==> src/rtl/mips_cpu_bus_arbiter.sv <==
// Round-robin arbiter sharing one Avalon-style memory between the CPU fetch and data ports.
// One outstanding transfer at a time; a watchdog aborts slave stalls and raises a sticky error.
module mips_cpu_bus_arbiter #(
  parameter int ADDR_W  = 32,
  parameter int TIMEOUT = 1024,
  parameter int CNT_W   = 11
) (
  input  logic              clk,
  input  logic              reset,
  input  logic              i_read,
  input  logic [ADDR_W-1:0] i_addr,
  output logic              i_waitrequest,
  output logic [31:0]       i_readdata,
  input  logic              d_read,
  input  logic              d_write,
  input  logic [ADDR_W-1:0] d_addr,
  input  logic [3:0]        d_byteenable,
  input  logic [31:0]       d_writedata,
  output logic              d_waitrequest,
  output logic [31:0]       d_readdata,
  output logic              mem_read,
  output logic              mem_write,
  output logic [ADDR_W-1:0] mem_addr,
  output logic [3:0]        mem_byteenable,
  output logic [31:0]       mem_writedata,
  input  logic              mem_waitrequest,
  input  logic [31:0]       mem_readdata,
  output logic              timeout_err
);

  typedef enum logic [1:0] {IDLE, GRANT_I, GRANT_D} state_e;

  localparam logic [CNT_W-1:0] TIMEOUT_C = CNT_W'(TIMEOUT);

  state_e           state_q;
  logic             last_grant_q;  // 0 = fetch port, 1 = data port
  logic [CNT_W-1:0] wdog_q;
  logic [CNT_W-1:0] wdog_d;
  logic             timeout_err_q;

  logic i_req, d_req, gnt_req, done, stall, expired;

  assign i_req   = i_read;
  assign d_req   = d_read | d_write;
  assign gnt_req = (state_q == GRANT_I) ? i_req :
                   (state_q == GRANT_D) ? d_req : 1'b0;
  assign done    = gnt_req & ~mem_waitrequest;
  assign stall   = gnt_req &  mem_waitrequest;
  assign wdog_d  = (wdog_q == TIMEOUT_C) ? wdog_q : wdog_q + CNT_W'(1);
  assign expired = stall & (wdog_d == TIMEOUT_C);

  // NOTE: sequential state uses non-blocking assignments only, so every
  // register samples pre-edge values regardless of statement order.
  always_ff @(posedge clk) begin
    if (reset) begin
      state_q       <= IDLE;
      last_grant_q  <= 1'b0;
      wdog_q        <= '0;
      timeout_err_q <= 1'b0;
    end else begin
      case (state_q)
        IDLE: begin
          wdog_q <= '0;
          if (i_req && d_req) begin
            if (last_grant_q) begin
              state_q      <= GRANT_I;
              last_grant_q <= 1'b0;
            end else begin
              state_q      <= GRANT_D;
              last_grant_q <= 1'b1;
            end
          end else if (i_req) begin
            state_q      <= GRANT_I;
            last_grant_q <= 1'b0;
          end else if (d_req) begin
            state_q      <= GRANT_D;
            last_grant_q <= 1'b1;
          end
        end
        GRANT_I, GRANT_D: begin
          // A dropped request ends the grant quietly; only a stall timeout flags an error.
          if (!gnt_req || done) begin
            state_q <= IDLE;
            wdog_q  <= '0;
          end else if (expired) begin
            state_q       <= IDLE;
            wdog_q        <= '0;
            timeout_err_q <= 1'b1;
          end else begin
            wdog_q <= wdog_d;
          end
        end
        default: state_q <= IDLE;
      endcase
    end
  end

  // NOTE: every output gets a default before the case so no latch is inferred.
  always_comb begin
    mem_read       = 1'b0;
    mem_write      = 1'b0;
    mem_addr       = '0;
    mem_byteenable = 4'b0000;
    mem_writedata  = 32'h0;
    i_waitrequest  = 1'b1;
    d_waitrequest  = 1'b1;
    if (!reset) begin
      case (state_q)
        GRANT_I: begin
          mem_read       = i_read;
          mem_addr       = i_addr;
          mem_byteenable = 4'b1111;
          i_waitrequest  = mem_waitrequest;
        end
        GRANT_D: begin
          mem_read       = d_read;
          mem_write      = d_write;
          mem_addr       = d_addr;
          mem_byteenable = d_byteenable;
          mem_writedata  = d_writedata;
          d_waitrequest  = mem_waitrequest;
        end
        default: ;
      endcase
    end
  end

  assign i_readdata  = mem_readdata;
  assign d_readdata  = mem_readdata;
  assign timeout_err = timeout_err_q;

endmodule

==> config.mk <==
export PLATFORM = sky130hd
export DESIGN_NAME = mips_cpu_bus_arbiter
export DESIGN_NICKNAME = d
export VERILOG_FILES = /design/src/rtl/mips_cpu_bus_arbiter.sv
export SDC_FILE = /design/constraint.sdc
export NUM_CORES = 1
export LEC_CHECK = 0
export CORE_AREA = 4 4 106 108
export CTS_CLUSTER_SIZE = 28
export DETAILED_ROUTE_END_ITERATION = 16
export DIE_AREA = 0 0 110 112
export GPL_TIMING_DRIVEN = 0
export MAX_ROUTING_LAYER = met4
export PLACE_DENSITY = 0.7
export SYNTH_ARGS = -nofsm -noshare
export SYNTH_HDL_FRONTEND = slang
export SYNTH_SLANG_ARGS = --single-unit
==> constraint.sdc <==
create_clock -name clk -period 3.4 [get_ports clk]
set_clock_uncertainty 0.1 [all_clocks]
set_input_delay 0.68 -clock clk [delete_from_list [all_inputs] [get_ports clk]]
set_output_delay 0.68 -clock clk [all_outputs]
set_load 0.05 [all_outputs]
==> results_dict.tcl, run 1 <==
set metrics [dict create \
    status "finished, final reports clean" \
    rsz0062_at_grt "false" \
    r2r_slack_ps 810 \
    syn_area_per_cell_um2 6.996 \
    final_common_cell "clkdlybuf4s50_1" \
    synth_fp_nets 482 \
    drive_gt1_share_pct 15.78 \
    gp_congestion 0.8738 \
    drv_slew 0 \
    ys_seq_area_share_pct 12.70 \
    antenna_left 0 \
    final-instance-count-excl-fill 719 \
    endpoint_kind "primary output" \
    r2r_start "wdog_q[1]" \
    clockBufferDepth 2 \
    slowest_delay_ps 830 \
    dp_slack_ps 4.374 \
    diodes 0 \
    syn_inst 338 \
    required_ps 2620 \
    grt_max_degree 11 \
    period_share_pct 93.82 \
    die_x_um 110 \
    htreeDepth 1 \
    coreArea_um2 10230 \
    slew_headroom_pct 52.88 \
    die-height_um 112 \
    endpoint "mem_writedata[4]" \
    rows 37 \
    power_density_nw_per_um2 291.7 \
    startpoint "state_q[0]" \
    drt_pass1_iterations 5 \
    cts_hold_buf 0 \
    synthDominantCellAreaShare_pct 20.95 \
    grt_pass1_wl_um 18530 \
    dp.cells 715 \
    post-cts-setup-buffers 0 \
    cts.sinks 15 \
    grt_pass1_vias 3517 \
    crit_path_cell_trace "inv_1 -> ha_1 -> buf_2 -> clkbuf_1 -> and3_1 -> clkdlybuf4s50_1" \
    grt_overflow 0 \
    wirelength_um 12340 \
    area_growth_syn_to_layout_pct 110.2 \
    place_area_um2 4947 \
    cp_max_fo 10 \
    final_cell_mix "clkdlybuf4s50_1, buf_4, nor2_1, and3_1, a22oi_1" \
    drc 0 \
    track_usage_pct 19.65 \
    clockRootBuffer "clkbuf_8" \
    arrival_ps 2410 \
    top_usage_layer "met2" \
    io_buffers 241 \
    hold_class "reg -> reg" \
    period_minus_slack_ps 3190 \
    path_depth 6 \
    cp-start-kind "flop" \
    grt_use_met1_pct 21.12 \
    p_leak_nw 2.294 \
    clock_latency_ps 260 \
    wl_per_cell_um 17.16 \
    met2_usage_pct 36.57 \
    async_flop_share_pct 0 \
    start_util_pct 23.11 \
    yosysTopAreaCell "buf_4" \
    r2r-end "state_q[1]" \
    cts.clk_slew.worst_paths_ps 60 \
    cp_slowest_cell "clkdlybuf4s50_1" \
    synth_area_leaders "buf_4, dfxtp_1, a22oi_1" \
    synth_edf_count 0 \
    dp_hpwl_um 10710 \
    setup_violations 0 \
    vias 3324 \
    nNetsFinal 728 \
    cp_num_buf_inv 4 \
    dr.first_iter.drc_count 89 \
    power_w 0.001449 \
    cts_tree "yes" \
    synth_cell_types 45 \
    critPathTopFamily "buffers and inverters" \
    final_cell_area_um2 4970 \
    ir_drop_v 0.0001314 \
    worstMarginPinSlew_ps 701.4 \
    r2r_cells 8 \
    fmax_mhz 313.5 \
    yosys_warnings 0 \
    io_pins 275 \
    dieArea_um2 12320 \
    cap_violations 0 \
    met3_usage_pct 4.290 \
    antenna_found_initial 0 \
    cts_buffers 3 \
    ys_ff_latch 15 \
    crit_type "reg -> out" \
    routed_via_density 4.623 \
    netlist_area_um2 2365 \
    setup_ws_ps 210.3 \
    fin_setup_tns_ps 0 \
    ys.flop_type "dfxtp_1" \
    finalHoldViolCount 0 \
]
==> state kept, by name (all words and copies together) (netlist names) <==
register,flops
wdog_q,11
state_q,2
last_grant_q,1
timeout_err,1
==> worst min path at each step <==
stage | slack (ps) | cells past startpoint | end | startpoint
floorplan | 360 | 1 | wdog_q[9] | wdog_q[9]
global placement | 380 | 1 | wdog_q[9] | wdog_q[9]
finish | 380 | 2 | timeout_err | timeout_err
global route | 430 | 1 | wdog_q[9] | wdog_q[9]
detailed placement | 380 | 2 | timeout_err | timeout_err
CTS | 400 | 2 | timeout_err | timeout_err
==> synthesized netlist by cell type (3+ instances only) <==
master and n:
buf_2 3, nand3b_1 3, a31oi_1 9, ha_1 6, inv_1 8, a21oi_1 13
nand4b_1 4, or2b_1 3, and3_1 35, nor3_1 4, a22oi_1 34, clkbuf_1 20
buf_4 66, mux2i_1 3, dfxtp_1 15, nor2_1 53, nand2_1 14, nand3_1 5
o21ai_0 7
==> logic make-up (layout without fill, tap and decap cells) <==
group / count (synthesis) / in the layout / share of synthesized area, %
fa+ha+maj: 6 / 6 / 3.175
mux: 3 / 3 / 1.270
xor+xnor: 4 / 4 / 1.482
flops: 15 / 15 / 12.70
compound gates: 74 / 74 / 22.22
simple gates: 136 / 136 / 31.85
buf+inv: 100 / 345 / 27.30
==> power breakdown <==
group	switching (W)	total, W	internal [W]	leakage [nW]
Combinational	0.000672	0.00110	0.000428	2.15
Sequential	0.00000779	0.000195	0.000187	0.122
Clock	0.0000725	0.000154	0.0000815	0.0255
==> stage by stage <==
step | util [%] | hold slack (ps)
after floorplan | - | 356.6
after global routing | 48.58 | 434.9
after global placement | 48.36 | 375.3
final | 48.58 | 381.9
after CTS | 48.48 | 396.7
after detailed placement | 48.36 | 381.1
==> worst register-to-register path, cell delays in order (launching register included) <==
cell,delay (ps)
dfxtp_1,470
ha_1,220
buf_6,150
xor2_1,70
or4_4,430
a2111oi_4,460
and4_4,330
o2111ai_1,130
o31ai_1,120
==> repair_timing <==
| action | CTS | global route |
|---|---|---|
| gates resized for setup | 29 | 21 |
| pin swaps | 0 | 0 |
| endpoints found under the hold margin | 0 | 0 |
| endpoints found under the setup margin | 29 | 29 |
==> cell type report <==
class	count	area, um2
Sequential cell	15	300.3
Tap cell	136	170.2
Multi-Input combinational cell	223	1419
Inverter	8	30.03
Timing Repair Buffer	241	2385
Fill cell	1008	5261
Clock buffer	3	41.29
Clock inverter	1	5.005
Buffer	92	619.3
==> layer usage <==
metal  vias to the layer above  routed length, um
met1                      1542               4567
li1                       1623                  -
met3                        16                793
met5                         -                  0
met2                       143               6799
met4                         0                178
(Power assumes the default switching activity.)
==> inputs of run 2 (changes only) <==
- CORE_AREA: 4 4 106 108 -> 4 4 105 107
- DIE_AREA: 0 0 110 112 -> 0 0 109 111
- DONT_BUFFER_PORTS: not set -> 1
- PLACE_DENSITY: 0.7 -> not set
==> run 2 against run 1 <==
Core utilization is 22 points lower. Critical path depth is 1 lower. Largest power group unchanged. Via count is 28% lower. Hold slack better by 26 ps. Die area is 1.8% lower. Final cell count is 34% lower. Count of clock-buffer cells in the layout is 1 higher. Sequential share of layout area is 5.3 points higher. Design area is 47% lower. Critical path type unchanged. Global-route usage is 5.2 points lower.
==> results_dict.tcl, run 2 (synthesized netlist as in run 1, its figures left out) <==
set metrics [dict create \
    seqPwrFrac_pct 16.3 \
    hold_depth 1 \
    cp_max_fo 10 \
    drive_gt1_share_pct 33.33 \
    r2r_cells 10 \
    wirelength_um 9379 \
    grt_overflow 0 \
    dp.cells 474 \
    grt_pass1_vias 2257 \
    final_cell_area_um2 2659 \
    period_minus_slack_ps 3276 \
    diodes 0 \
    pwr-share-clk_pct 12.7 \
    reg.largest.list "wdog_q (11), state_q (2)" \
    p_switching_w 0.0007405 \
    clock_latency_ps 250 \
    dieArea_um2 12100 \
    crit_type "reg -> out" \
    endpoint_kind "primary output" \
    post-cts-setup-buffers 0 \
    power_density_nw_per_um2 450.9 \
    final-instance-count-excl-fill 478 \
    hold_class "reg -> reg" \
    drc 0 \
    place_area_um2 2535 \
    ir_drop_v 0.0002316 \
    fmax_mhz 305.3 \
    cts.sinks 15 \
    r2r_slack_ps 810 \
    antenna_left 0 \
    slew_headroom_pct 30.35 \
    arrival_ps 2500 \
    io_pins 275 \
    fin_setup_tns_ps 0 \
    final_common_cell "buf_4" \
    largest_reg_flops 11 \
    cts_tree "yes" \
    cts.clk_slew.worst_paths_ps 70 \
    io_buffers 0 \
    top_register "wdog_q" \
    start_util_pct 23.32 \
    rows 37 \
    coreArea_um2 10140 \
    clockRootBuffer "clkbuf_8" \
    dp_hpwl_um 8098 \
    p_leak_nw 1.088 \
    routed_via_density 5.017 \
    power_frac_comb_pct 71.0 \
    cap_violations 0 \
    cp-start-kind "flop" \
    grt_max_degree 11 \
    finalHoldViolCount 0 \
    grt_pass1_wl_um 13290 \
    cts_buffers 3 \
    required_ps 2620 \
    fillers 1079 \
    worstMarginPinSlew_ps 1048 \
    power_switching_share_pct 61.77 \
    area_growth_syn_to_layout_pct 12.43 \
    gp_congestion 0.9420 \
    nNetsFinal 487 \
    drv_slew 0 \
    vias 2398 \
    power_w 0.001199 \
    track_usage_pct 14.44 \
    rsz0062_at_grt "true" \
    dr.first_iter.drc_count 126 \
    fin_util_pct 26.22 \
    final_cell_mix "buf_4, and3_1, a22oi_1, nor2_2, nor2_1" \
    p_int_w 0.0004584 \
    die-height_um 111 \
    status "finished, final reports clean" \
    setup_violations 0 \
    wl_per_cell_um 19.62 \
    die_x_um 109 \
    period_share_pct 96.35 \
    antenna_found_initial 0 \
    htreeDepth 1 \
    drt_pass1_iterations 4 \
    clockBufferDepth 2 \
]
[run 2: cell count changes in the layout (fill, tap and decap cells not counted)]
cell / delta
clkinv_2: -1
dlymetal6s2s_1: -9
nor2_1: -29
nor2_2: +28
clkbuf_1: +3
nor2_4: +1
dlygate4sd2_1: -24
clkbuf_2: -6
clkdlybuf4s50_1: -204
[run 2: area by class of cell]
cell class	instances	area, um2	area share, %
inverter	8	30.03	1.129
tap	136	170.2	6.400
clock buffer	4	45.04	1.694
buffer	92	616.8	23.20
sequential	15	300.3	11.29
multi-input combinational	223	1496	56.28
[run 2: stage by stage]
stage / hold slack (ps) / setup WS, ps
finish: 407.5 / 124.1
global route: 447.1 / -4.450
CTS: 405.7 / 16.22
detailed placement: 391.0 / 94.35
global placement: 372.3 / 148.7
floorplan: 356.6 / 615.5
[run 2: final timing paths]
kind                            startpoint          end
worst max-delay path            state_q[0]  mem_addr[4]
worst min-delay path             wdog_q[9]    wdog_q[9]
worst max register to register  state_q[0]    wdog_q[8]
worst min register to register   wdog_q[9]    wdog_q[9]
[run 2: worst max-delay path, stage by stage, from the launching register on]
cell      delay (ps)
dfxtp_1          370
inv_1             90
ha_1             330
nand2_1          300
clkbuf_1         350
nor2_1           800
[run 2: routing by layer]
metal  global-route usage, %  wire length (um)
met5                       -                 0
met4                   1.684                95
met3                   2.563               694
met2                   24.49              4833
met1                   18.34              3755
[run 2: power by group through the flow]
stage	Combinational [W]	Sequential, W	Clock, W
floorplan	0.000714	0.000198	0
global placement	0.000817	0.000198	0
detailed placement	0.000825	0.000199	0
CTS	0.000851	0.000195	0.000158
global route	0.000906	0.000196	0.000165
finish	0.000851	0.000195	0.000153
[run 2: what timing repair did]
| item | CTS | global route |
|---|---|---|
| endpoints found under the setup margin | 25 | 19 |
| hold endpoints to repair | 0 | 0 |
| gates resized for setup | 25 | 7 |
| pin swaps | 0 | 0 |
| hold buffers | 0 | 0 |
| cloned | 0 | 0 |
==> inputs of run 3 (changes only) <==
==> constraint.sdc (replaced) <==
create_clock -name clk -period 3.4 [get_ports clk]
set_clock_uncertainty 0.1 [all_clocks]
set_input_delay 1.02 -clock clk [delete_from_list [all_inputs] [get_ports clk]]
set_output_delay 1.02 -clock clk [all_outputs]
set_load 0.05 [all_outputs]
==> run 3 against run 2 <==
Count of clock-buffer cells in the layout unchanged. Sequential power about the same. Worst setup slack worse by 59 ps. Hold slack about the same. Total power increased by 6.6%. First-iteration DRC count is 13% higher. Fmax decreased by 1.8%. Final cell count did not move. Non-clock buffer count unchanged. Core utilization grew 1.9 points. Sequential cell count unchanged. Global-route usage rose by 0.37 points. Largest cell class unchanged.
==> results_dict.tcl, run 3 (synthesized netlist as in run 1, its figures left out) <==
set metrics [dict create \
    grt_pass1_vias 2292 \
    setup_ws_ps 65.10 \
    dr_wl_met3_um 615 \
    cts.clk_slew.worst_paths_ps 60 \
    io_buffers 0 \
    setup_violations 0 \
    wl_met1_um 3843 \
    drv_slew 0 \
    antenna_found_initial 0 \
    dr.max_layer_used "met4" \
    dp.cells 474 \
    place_area_um2 2535 \
    final_common_cell "buf_4" \
    crit_type "in -> out" \
    cts_tree "yes" \
    period_share_pct 98.09 \
    grt_pass1_wl_um 13590 \
    dp_hpwl_um 8098 \
    clockRootBuffer "clkbuf_8" \
    dp_slack_ps -456.2 \
    finalHoldViolCount 0 \
    r2r-end "wdog_q[8]" \
    nNetsFinal 487 \
    wirelength_um 9568 \
    cap_violations 0 \
    ir_drop_v 0.0002242 \
    coreArea_um2 10140 \
    drt_pass1_iterations 4 \
    r2r_start "state_q[0]" \
    whs_endpoint "wdog_q[9]" \
    diodes 0 \
    largest_reg_flops 11 \
    cts_hold_buf 0 \
    wl_met2_um 5063 \
    top_register "wdog_q" \
    cp-start-kind "primary input" \
    fmax_mhz 299.9 \
    grt_overflow 0 \
    p_leak_nw 1.108 \
    antenna_left 0 \
    area_growth_syn_to_layout_pct 20.64 \
    gp_congestion 0.9420 \
    slowest_delay_ps 330 \
    vias 2410 \
    hold_depth 1 \
    cp_max_fo 10 \
    crit_path_cell_trace "buf_6 -> inv_1 -> nand2_2 -> buf_4 -> nor2_4" \
    endpoint_kind "primary output" \
    post-cts-setup-buffers 0 \
    cts.sinks 15 \
    worstMarginPinSlew_ps 629.2 \
    cts_buffers 3 \
    worstHoldStart "wdog_q[9]" \
    register_area_um2 300.3 \
    fillers 1053 \
    multi_input_area_um2 1677 \
    slew_headroom_pct 58.08 \
    drc 0 \
    hold-worst-slack_ps 407.5 \
    r2r_slack_ps 790 \
    wl_per_cell_um 20.02 \
    dieArea_um2 12100 \
    die_x_um 109 \
    period_minus_slack_ps 3335 \
    io_pins 275 \
    arrival_ps 2210 \
    routed_via_density 5.042 \
    track_usage_pct 14.81 \
    cp_slowest_cell "nor2_4" \
    grt_max_degree 11 \
    drive_gt1_share_pct 40.06 \
    final-instance-count-excl-fill 478 \
    final_cell_mix "buf_4, a22oi_1, nor2_4, and3_1, nor2_1" \
    final_cell_area_um2 2853 \
    clockBufferDepth 2 \
    rsz0062_at_grt "true" \
    required_ps 2280 \
    dr.first_iter.drc_count 143 \
    status "finished, final reports clean" \
    reg.largest.list "wdog_q (11), state_q (2)" \
    htreeDepth 1 \
    r2r_cells 10 \
    clock_latency_ps 250 \
    rows 37 \
    die-height_um 111 \
    power_density_nw_per_um2 448.1 \
    hold_class "reg -> reg" \
    start_util_pct 23.32 \
]
[run 3: cell types whose count changed in the layout (fill, tap and decap cells not counted), sizes merged]
cell	previous run	this run
clkbuf	25	22
buf	71	74
[run 3: worst max path at each step]
stage	depth (start not counted)	to	slack, ps	from
3_5_place_dp	5	mem_addr[29]	-460	reset
4_1_cts	5	mem_addr[30]	6	reset
3_3_place_gp	5	mem_addr[29]	-440	reset
6_report	5	mem_addr[22]	70	reset
5_1_grt	6	mem_addr[31]	-80	state_q[0]
2_1_floorplan	5	mem_addr[10]	-60	reset
[run 3: power by group]
part / switching, W / leakage (nW) / internal, W
clock network: 0.0000692 / 0.0228 / 0.0000831
logic: 0.000723 / 0.963 / 0.000208
registers: 0.00000776 / 0.122 / 0.000187
[run 3: worst max-delay path, delay by kind of cell]
| kind | cells | cell delay (ps) |
|---|---|---|
| AND/OR/NAND/NOR | 2 | 580 |
| buffers and inverters | 3 | 600 |
[run 3: timing repair]
item / CTS / global route
pin swaps: 1 / 4
endpoints found under the setup margin: 38 / 45
resized for setup: 75 / 16
[run 3: per-stage QoR]
| step | TNS, ps | utilization, % | total power (W) |
|---|---|---|---|
| 2_1_floorplan | -1935 | - | 0.0009112 |
| 3_3_place_gp | -11890 | 25.00 | 0.001015 |
| 3_5_place_dp | -12450 | 25.00 | 0.001024 |
| 4_1_cts | 0 | 28.00 | 0.001282 |
| 5_1_grt | -145.6 | 28.14 | 0.001344 |
| 6_report | 0 | 28.14 | 0.001278 |
[run 3: routing by layer]
| layer | track usage (%) | vias up |
|---|---|---|
| li1 | - | 1148 |
| met1 | 18.59 | 1132 |
| met2 | 25.88 | 128 |
| met3 | 2.388 | 2 |
| met4 | 1.010 | 0 |
| met5 | - | - |
[run 3: layout make-up]
cell class	count	area share, %
buffer	92	22.11
clock buffer	4	1.579
inverter	8	1.053
multi-input combinational	223	58.77
sequential	15	10.53
tap	136	5.965
